### src/rtl/reset_teardown_sequencer.sv
// Reverse-order stage reset teardown: waits for each stage to go idle, or times out, then resets it.
// Define TEARDOWN_ABORT_EN to add abort_req/aborted, which cancel the teardown from WAIT3.
//   state | meaning
//   RUN   | normal operation, watching shutdown_req
//   WAIT3 | waiting for stage3 idle or timeout, then assert reset3
//   GAP3  | spacing delay after reset3
//   WAIT2 | waiting for stage2 idle or timeout, then assert reset2
//   GAP2  | spacing delay after reset2
//   WAIT1 | waiting for stage1 idle or timeout, then assert reset1
//   DONE  | all stage resets held, absorbing until ext_reset_n
module reset_teardown_sequencer #(
  parameter int GAP          = 10,
  parameter int IDLE_TIMEOUT = 255,
  parameter int CNT_W        = 8
) (
  input  logic       clk,
  input  logic       ext_reset_n,
  input  logic       shutdown_req,
  input  logic [2:0] stage_idle,
`ifdef TEARDOWN_ABORT_EN
  input  logic       abort_req,
  output logic       aborted,
`endif
  output logic       reset1,
  output logic       reset2,
  output logic       reset3,
  output logic       busy,
  output logic       shutdown_done,
  output logic [2:0] timeout_err
);

  localparam int MAX_CNT = ((GAP > IDLE_TIMEOUT) ? GAP : IDLE_TIMEOUT) - 1;

  generate
    if (GAP < 1 || IDLE_TIMEOUT < 1 || (MAX_CNT >> CNT_W) != 0) begin : g_bad_param
      $error("reset_teardown_sequencer: GAP/IDLE_TIMEOUT must be >= 1 and fit in CNT_W");
    end
  endgenerate

  localparam logic [CNT_W-1:0] GAP_LAST = CNT_W'(GAP - 1);
  localparam logic [CNT_W-1:0] TO_LAST  = CNT_W'(IDLE_TIMEOUT - 1);

  typedef enum logic [2:0] {RUN, WAIT3, GAP3, WAIT2, GAP2, WAIT1, DONE} state_t;

  state_t           state;
  logic [CNT_W-1:0] cnt;
  logic             cur_idle;
  logic             to_hit;
  logic             gap_hit;

  // Idle bit of whichever stage the current WAIT state is draining
  always_comb begin
    cur_idle = 1'b0;
    case (state)
      WAIT3:   cur_idle = stage_idle[2];
      WAIT2:   cur_idle = stage_idle[1];
      WAIT1:   cur_idle = stage_idle[0];
      default: cur_idle = 1'b0;
    endcase
  end

  assign to_hit  = (cnt == TO_LAST);
  assign gap_hit = (cnt == GAP_LAST);

  always_ff @(posedge clk or negedge ext_reset_n) begin
    if (!ext_reset_n) begin
      state         <= RUN;
      cnt           <= '0;
      reset1        <= 1'b0;
      reset2        <= 1'b0;
      reset3        <= 1'b0;
      busy          <= 1'b0;
      shutdown_done <= 1'b0;
      timeout_err   <= 3'b000;
`ifdef TEARDOWN_ABORT_EN
      aborted       <= 1'b0;
`endif
    end else begin
`ifdef TEARDOWN_ABORT_EN
      aborted <= 1'b0;
`endif
      case (state)
        RUN: begin
          if (shutdown_req) begin
            state <= WAIT3;
            cnt   <= '0;
            busy  <= 1'b1;
          end
        end
        WAIT3: begin
`ifdef TEARDOWN_ABORT_EN
          // Abort takes priority over an idle/timeout assert on the same edge
          if (abort_req) begin
            state   <= RUN;
            cnt     <= '0;
            busy    <= 1'b0;
            aborted <= 1'b1;
          end else
`endif
          if (cur_idle || to_hit) begin
            reset3 <= 1'b1;
            if (!cur_idle) timeout_err[2] <= 1'b1;
            state  <= GAP3;
            cnt    <= '0;
          end else begin
            cnt <= cnt + 1'b1;
          end
        end
        GAP3: begin
          if (gap_hit) begin
            state <= WAIT2;
            cnt   <= '0;
          end else begin
            cnt <= cnt + 1'b1;
          end
        end
        WAIT2: begin
          if (cur_idle || to_hit) begin
            reset2 <= 1'b1;
            if (!cur_idle) timeout_err[1] <= 1'b1;
            state  <= GAP2;
            cnt    <= '0;
          end else begin
            cnt <= cnt + 1'b1;
          end
        end
        GAP2: begin
          if (gap_hit) begin
            state <= WAIT1;
            cnt   <= '0;
          end else begin
            cnt <= cnt + 1'b1;
          end
        end
        WAIT1: begin
          if (cur_idle || to_hit) begin
            reset1        <= 1'b1;
            if (!cur_idle) timeout_err[0] <= 1'b1;
            shutdown_done <= 1'b1;
            busy          <= 1'b0;
            state         <= DONE;
            cnt           <= '0;
          end else begin
            cnt <= cnt + 1'b1;
          end
        end
        DONE: begin
          state <= DONE;
        end
        default: begin
          state <= RUN;
          cnt   <= '0;
        end
      endcase
    end
  end

endmodule
### config.mk
export PLATFORM = sky130hd
export DESIGN_NAME = reset_teardown_sequencer
export DESIGN_NICKNAME = d
export VERILOG_FILES = /design/src/rtl/reset_teardown_sequencer.sv
export SDC_FILE = /design/constraint.sdc
export NUM_CORES = 1
export LEC_CHECK = 0
export ABC_AREA = 1
export CAP_MARGIN = 40
export CELL_PAD_IN_SITES_DETAIL_PLACEMENT = 0
export CELL_PAD_IN_SITES_GLOBAL_PLACEMENT = 1
export CORE_MARGIN = 5
export CORE_UTILIZATION = 36
export CTS_BUF_LIST = sky130_fd_sc_hd__clkbuf_16
export DETAILED_ROUTE_END_ITERATION = 10
export PLACE_DENSITY = 0.83
export SLEW_MARGIN = 20
export SYNTH_ARGS = -nofsm -noshare
export SYNTH_HDL_FRONTEND = slang
export SYNTH_SLANG_ARGS = --single-unit
### constraint.sdc
create_clock -name clk -period 1.4 [get_ports clk]
set_clock_uncertainty 0.15 [all_clocks]
set_input_delay 0.28 -clock clk [delete_from_list [all_inputs] [get_ports clk]]
set_output_delay 0.28 -clock clk [all_outputs]
set_load 0.02 [all_outputs]
Word-level counts from Yosys, hierarchy flattened
Cells that the tools add are included.
W data, S select, Z words.
- eq/ne operators: 14
- add/sub/neg operators: 1
- mux-type cells: 15
- bitwise gates (word level): 2
- reduce and logical (&&, ||, !) cells: 14
- operators with widths (cell ; count):
    $pmux W8 S4 ; 1
    $mux W8 ; 3
    $pmux W3 S7 ; 1
    $mux W3 ; 6
    $ne A2 B2 Y1 const B ; 6
    $reduce_and A3 Y1 ; 4
    $eq A3 B3 Y1 const B ; 3
    $add A8 B1 Y8 const B ; 1
    $eq A8 B4 Y1 const B ; 1
    $eq A8 B8 Y1 const B ; 1
    $reduce_and A2 Y1 ; 4
    $eq A3 B2 Y1 const B ; 2
    $reduce_and A6 Y1 ; 1
    $eq A3 B1 Y1 const B ; 1
    $logic_not A3 Y1 ; 1
    $pmux W1 S3 ; 1
    $reduce_or A3 Y1 ; 1
    $mux W1 ; 2
    $not A1 Y1 ; 2
    $pmux W1 S2 ; 1
    $reduce_bool A2 Y1 ; 1
    $reduce_or A2 Y1 ; 1
    $logic_or A1 B1 Y1 ; 1
- logic and storage cells: 55
- output and inout port bits: 8
- bits of input ports: 6
- flip-flop bits (word level): 18

Depth between registers and ports, before layout
Gate-level depths: netlist of run 1.
- depth in word-level cells: 5
- gate-level depth with buffers: 11
- mapped depth without buffers: 11

Worst setup path before layout of run 1
No wires, ideal clock.
- path type: reg-to-reg
- start point: reg cnt[0]
- end point: reg busy
- data required time: 1.185 ns
- path slack: -0.098 ns
- buffers on the path: 0
- period minus slack after synthesis: 1.498 ns
- stages on the path, launching flop included: 12
- setup time: 0.065 ns
- arrival: 1.283 ns
- cells stage by stage: dfrtp_1 inv_1 ha_1 nand2_1 nor2_1 nand2_1 nand4_1 nand2_1 nand2_1 nand2_1 nand2_1 nand2_1
- word-level cells in the longest chain between the ends: 4
- ends and longest elaborated chain (element ; line ; source):
    from (decl) ; 46 ; logic [CNT_W-1:0] cnt;
    from (signal assigned) ; 106 ; cnt <= cnt + 1'b1;
    from (signal assigned) ; 114 ; cnt <= cnt + 1'b1;
    from (signal assigned) ; 124 ; cnt <= cnt + 1'b1;
    $eq A8 B8 Y1 ; 62 ; assign to_hit = (cnt == TO_LAST);
    $logic_or A1 B1 Y1 ; 136 ; if (cur_idle || to_hit) begin
    $ne A2 B2 Y1 (no source line) ; n/a ;
    $reduce_and A3 Y1 (no source line) ; n/a ;
    to (signal assigned) ; 72 ; busy <= 1'b0;
    to (signal assigned) ; 87 ; busy <= 1'b1;
    to (signal assigned) ; 140 ; busy <= 1'b0;
    to (decl) ; 27 ; output logic busy,
No other way between the ends.
A chain may end at the register's enable or synchronous reset.

Worst setup path after layout of run 1
- start point: reg state[1]
- end point: reg cnt[6]
- word-level cells in the longest chain between the ends: 5
- elaborated cells on any way between the ends: 16
- classes of those cells: eq/ne (7); mux (3); bitwise (1); reduce/logical (5)
- ends and longest elaborated chain (element ; line ; source):
    from (decl) ; 45 ; state_t state;
    from (signal assigned) ; 67 ; state <= RUN;
    from (signal assigned) ; 85 ; state <= WAIT3;
    from (signal assigned) ; 103 ; state <= GAP3;
    $eq A3 B3 Y1, or another cell as far along ; 54, 82 ;
    $pmux W1 S3 ; 54 ; case (state)
    $logic_or A1 B1 Y1 ; 100, 118, 136 ;
    $mux W8 ; 100, 118, 136 ;
    $pmux W8 S4 ; 82 ; case (state)
    to (signal assigned) ; 106 ;
    to (signal assigned) ; 124 ;
    to (signal assigned) ; 144 ; cnt <= cnt + 1'b1;
Several ways; a longest one is shown, not always the timed one.

==> results.yml, run 1 <==
status:
  status: "finished with violations"
  violations: "negative setup slack"
timing:
  rsz0062_at_grt: "true"
  hold_viol_final: 0
  fmaxAchievable_mhz: 636
  finalSetupViolCount: 18
  worst_pin_slew_ns: 0.286
  fin_setup_tns_ns: -2.11
  slew_headroom_pct: 80.9
  drv_slew: 0
  period_share_pct: 112
  period_needed_ns: 1.57
  fin_ws_ns: -0.173
floorplanning:
  ios: 14
  coreArea_sq_um: 2760
  core.rowCount: 19
  initial_core_util_pct: 37.4
  dieArea_sq_um: 4040
  die_h_um: 63.5
  die_w_um: 63.5
setup_path:
  cp.arrival_ns: 1.56
  cp.required_ns: 1.39
  endpoint_kind: "register"
  crit_fanout: 5
  worstSetupPathType: "reg -> reg"
  setup.worst_path.start_class: "register"
clock_tree:
  cts_root_buffer: "clkbuf_16"
  clk_pin_slew_ns: 0.05
  numCtsBuffers: 3
  clk_latency_ns: 0.25
  cts_tree: "built"
  clock_sinks: 18
  clock_path_buffers: 2
  cts_hold_buf: 0
  htree_num_levels: 1
global_routing:
  grt_pass1_wl_um: 4240
  grt_start_max_net_pins: 19
  grt_pass1_vias: 990
  grt-ovfl-total: 0
  grtUsageTotal_pct: 13.1
  grt_antenna_before_repair: 0
yosys:
  yosys_warnings: 0
  synthesis.area_sq_um: 1030
  ys_ff_latch: 18
  ys_types: 25
  synth_top_area_share_pct: 43.6
  synthTopCellsByArea: "dfrtp_1 44%, nand2_1 9.1%, nor2_1 5.5%, inv_1 4.4%, ha_1 3.6%"
  ys_seq_area_share_pct: 43.6
  synth_area_leader_cell: "dfrtp_1"
  syn-num-nets: 129
  avgSynthCellArea_sq_um: 8.60
  syn-instance-count: 120
detailed_routing:
  vias: 920
  drc: 0
  drt_iter0_markers: 26
  routedWlPerCell_um: 12.0
  drtPass1Iterations: 4
  ant_nets: 0
  totalWireLength_um: 2330
  viasPerCell: 4.74
min_path:
  min-delay-path-class: "in -> async"
cells_and_area:
  layout-drive-gt1-share_pct: 40.5
  fin_nets: 173
  area_growth_pct: 51.3
  final_util_pct: 56.6
  antenna-diode-count: 0
place:
  dp.final_hpwl_um: 1770
  globalplace.congestion: 0.771
  port_buffers: 13
pwr:
  report.power.total_mw: 1.12
  p_leak_nw: 0.755
  peakVddDrop_mv: 0.551
  p_per_area_nw_per_um2: 719
job:
  cap_violations: 0
critical path, stage by stage, from the launching register on:
cell	delay, ns
dfrtp_2	0.44
buf_6	0.13
nand4_1	0.13
nand2_2	0.15
nor2_4	0.05
nand3_4	0.09
nand2_4	0.07
nor2_4	0.18
nor2_1	0.06
layout make-up:
class	instances	area, sq um
fillers	243	1200
well taps	31	38.8
inverters	16	62.6
flip-flops and latches	18	453
repair buffers	40	340
clock buffers	3	75.1
clock inverters	1	3.75
multi-input cells	85	588
where the power goes:
group / internal, mW / switching, mW / total (mW)
Combinational: 0.0145 / 0.0139 / 0.0283
Clock: 0.380 / 0.194 / 0.574
Sequential: 0.521 / 0 / 0.521
logic make-up after synthesis:
logic type                 share of synthesized area (%)
and+or+nand+nor                                     30.7
DFF                                                 43.6
buffers and inverters                               6.54
AOI/OAI and AO/OA                                   10.4
xor gates and xnor gates                            5.09
adders and majority gates                           3.64
cell usage after synthesis, drive strengths merged:
master	n
dfrtp	18
nor3	1
ha	3
o22ai	1
nor2	19
xor2	3
inv	16
a21o	2
nand3	7
buf	1
o21ai	8
nand4	6
xnor2	3
or2	1
a31o	2
nand2	29
placed cells by master, fill, tap and decap left out, types with 2 or more instances in the layout:
master,n
buf_4,24
nand2_1,22
dfrtp_1,16
nor2_1,11
inv_1,9
inv_2,6
nand2_2,6
nand4_1,6
nand3_1,5
nor2_2,5
clkdlybuf4s50_1,5
clkdlybuf4s15_1,5
nor2_4,3
xor2_1,3
o21ai_2,3
xnor2_1,3
clkbuf_16,3
dlygate4sd2_1,3
buf_6,3
o21ai_0,2
nand3_4,2
o21ai_1,2
a21o_1,2
ha_4,2
dfrtp_2,2
state kept, by name (all words and copies together), names as in the netlist:
name / count
timeout_err: 3
reset3: 1
reset2: 1
state: 3
busy: 1
shutdown_done: 1
cnt: 8
path summary, 6_finish.rpt:
kind	from	endpoint	slack [ns]	cells after the start
worst max-delay path	state[1]	cnt[6]	-0.17	8
worst min-delay path	ext_reset_n	reset2	0.22	2
worst max register to register	state[1]	cnt[6]	-0.17	8
worst min register to register	timeout_err[0]	timeout_err[0]	0.30	1
max in group asynchronous	ext_reset_n	state[1]	0.66	2
min in group clk	timeout_err[0]	timeout_err[0]	0.30	1
through the flow:
step	instance area [sq um]	hold WS, ns	worst slack [ns]	cells
2_1_floorplan	1040	-0.166	-0.0806	120
3_3_place_gp	1380	0.289	-0.233	187
3_5_place_dp	1380	0.296	-0.266	187
4_1_cts	1480	0.231	-0.151	191
5_1_grt	1560	0.258	-0.303	194
6_report	1560	0.223	-0.173	194
layer usage:
layer	track usage [%]	routed length, um
met5	0	0
met4	5.45	40
met3	4.44	152
met2	22.6	1210
met1	14.6	927
what timing repair did:
action                                  in CTS  in global routing
endpoints found under the setup margin      26                 23
buffers inserted                             0                  4
pin swaps                                    2                  9
gates resized for setup                     17                 19
Power figures use the tool's default switching activity.
==> run 2: changes to the inputs <==
- CTS_CLUSTER_SIZE: unset -> 24
==> results of run 2 <==
Final layout, timing and power as in run 1 (identical DEF).
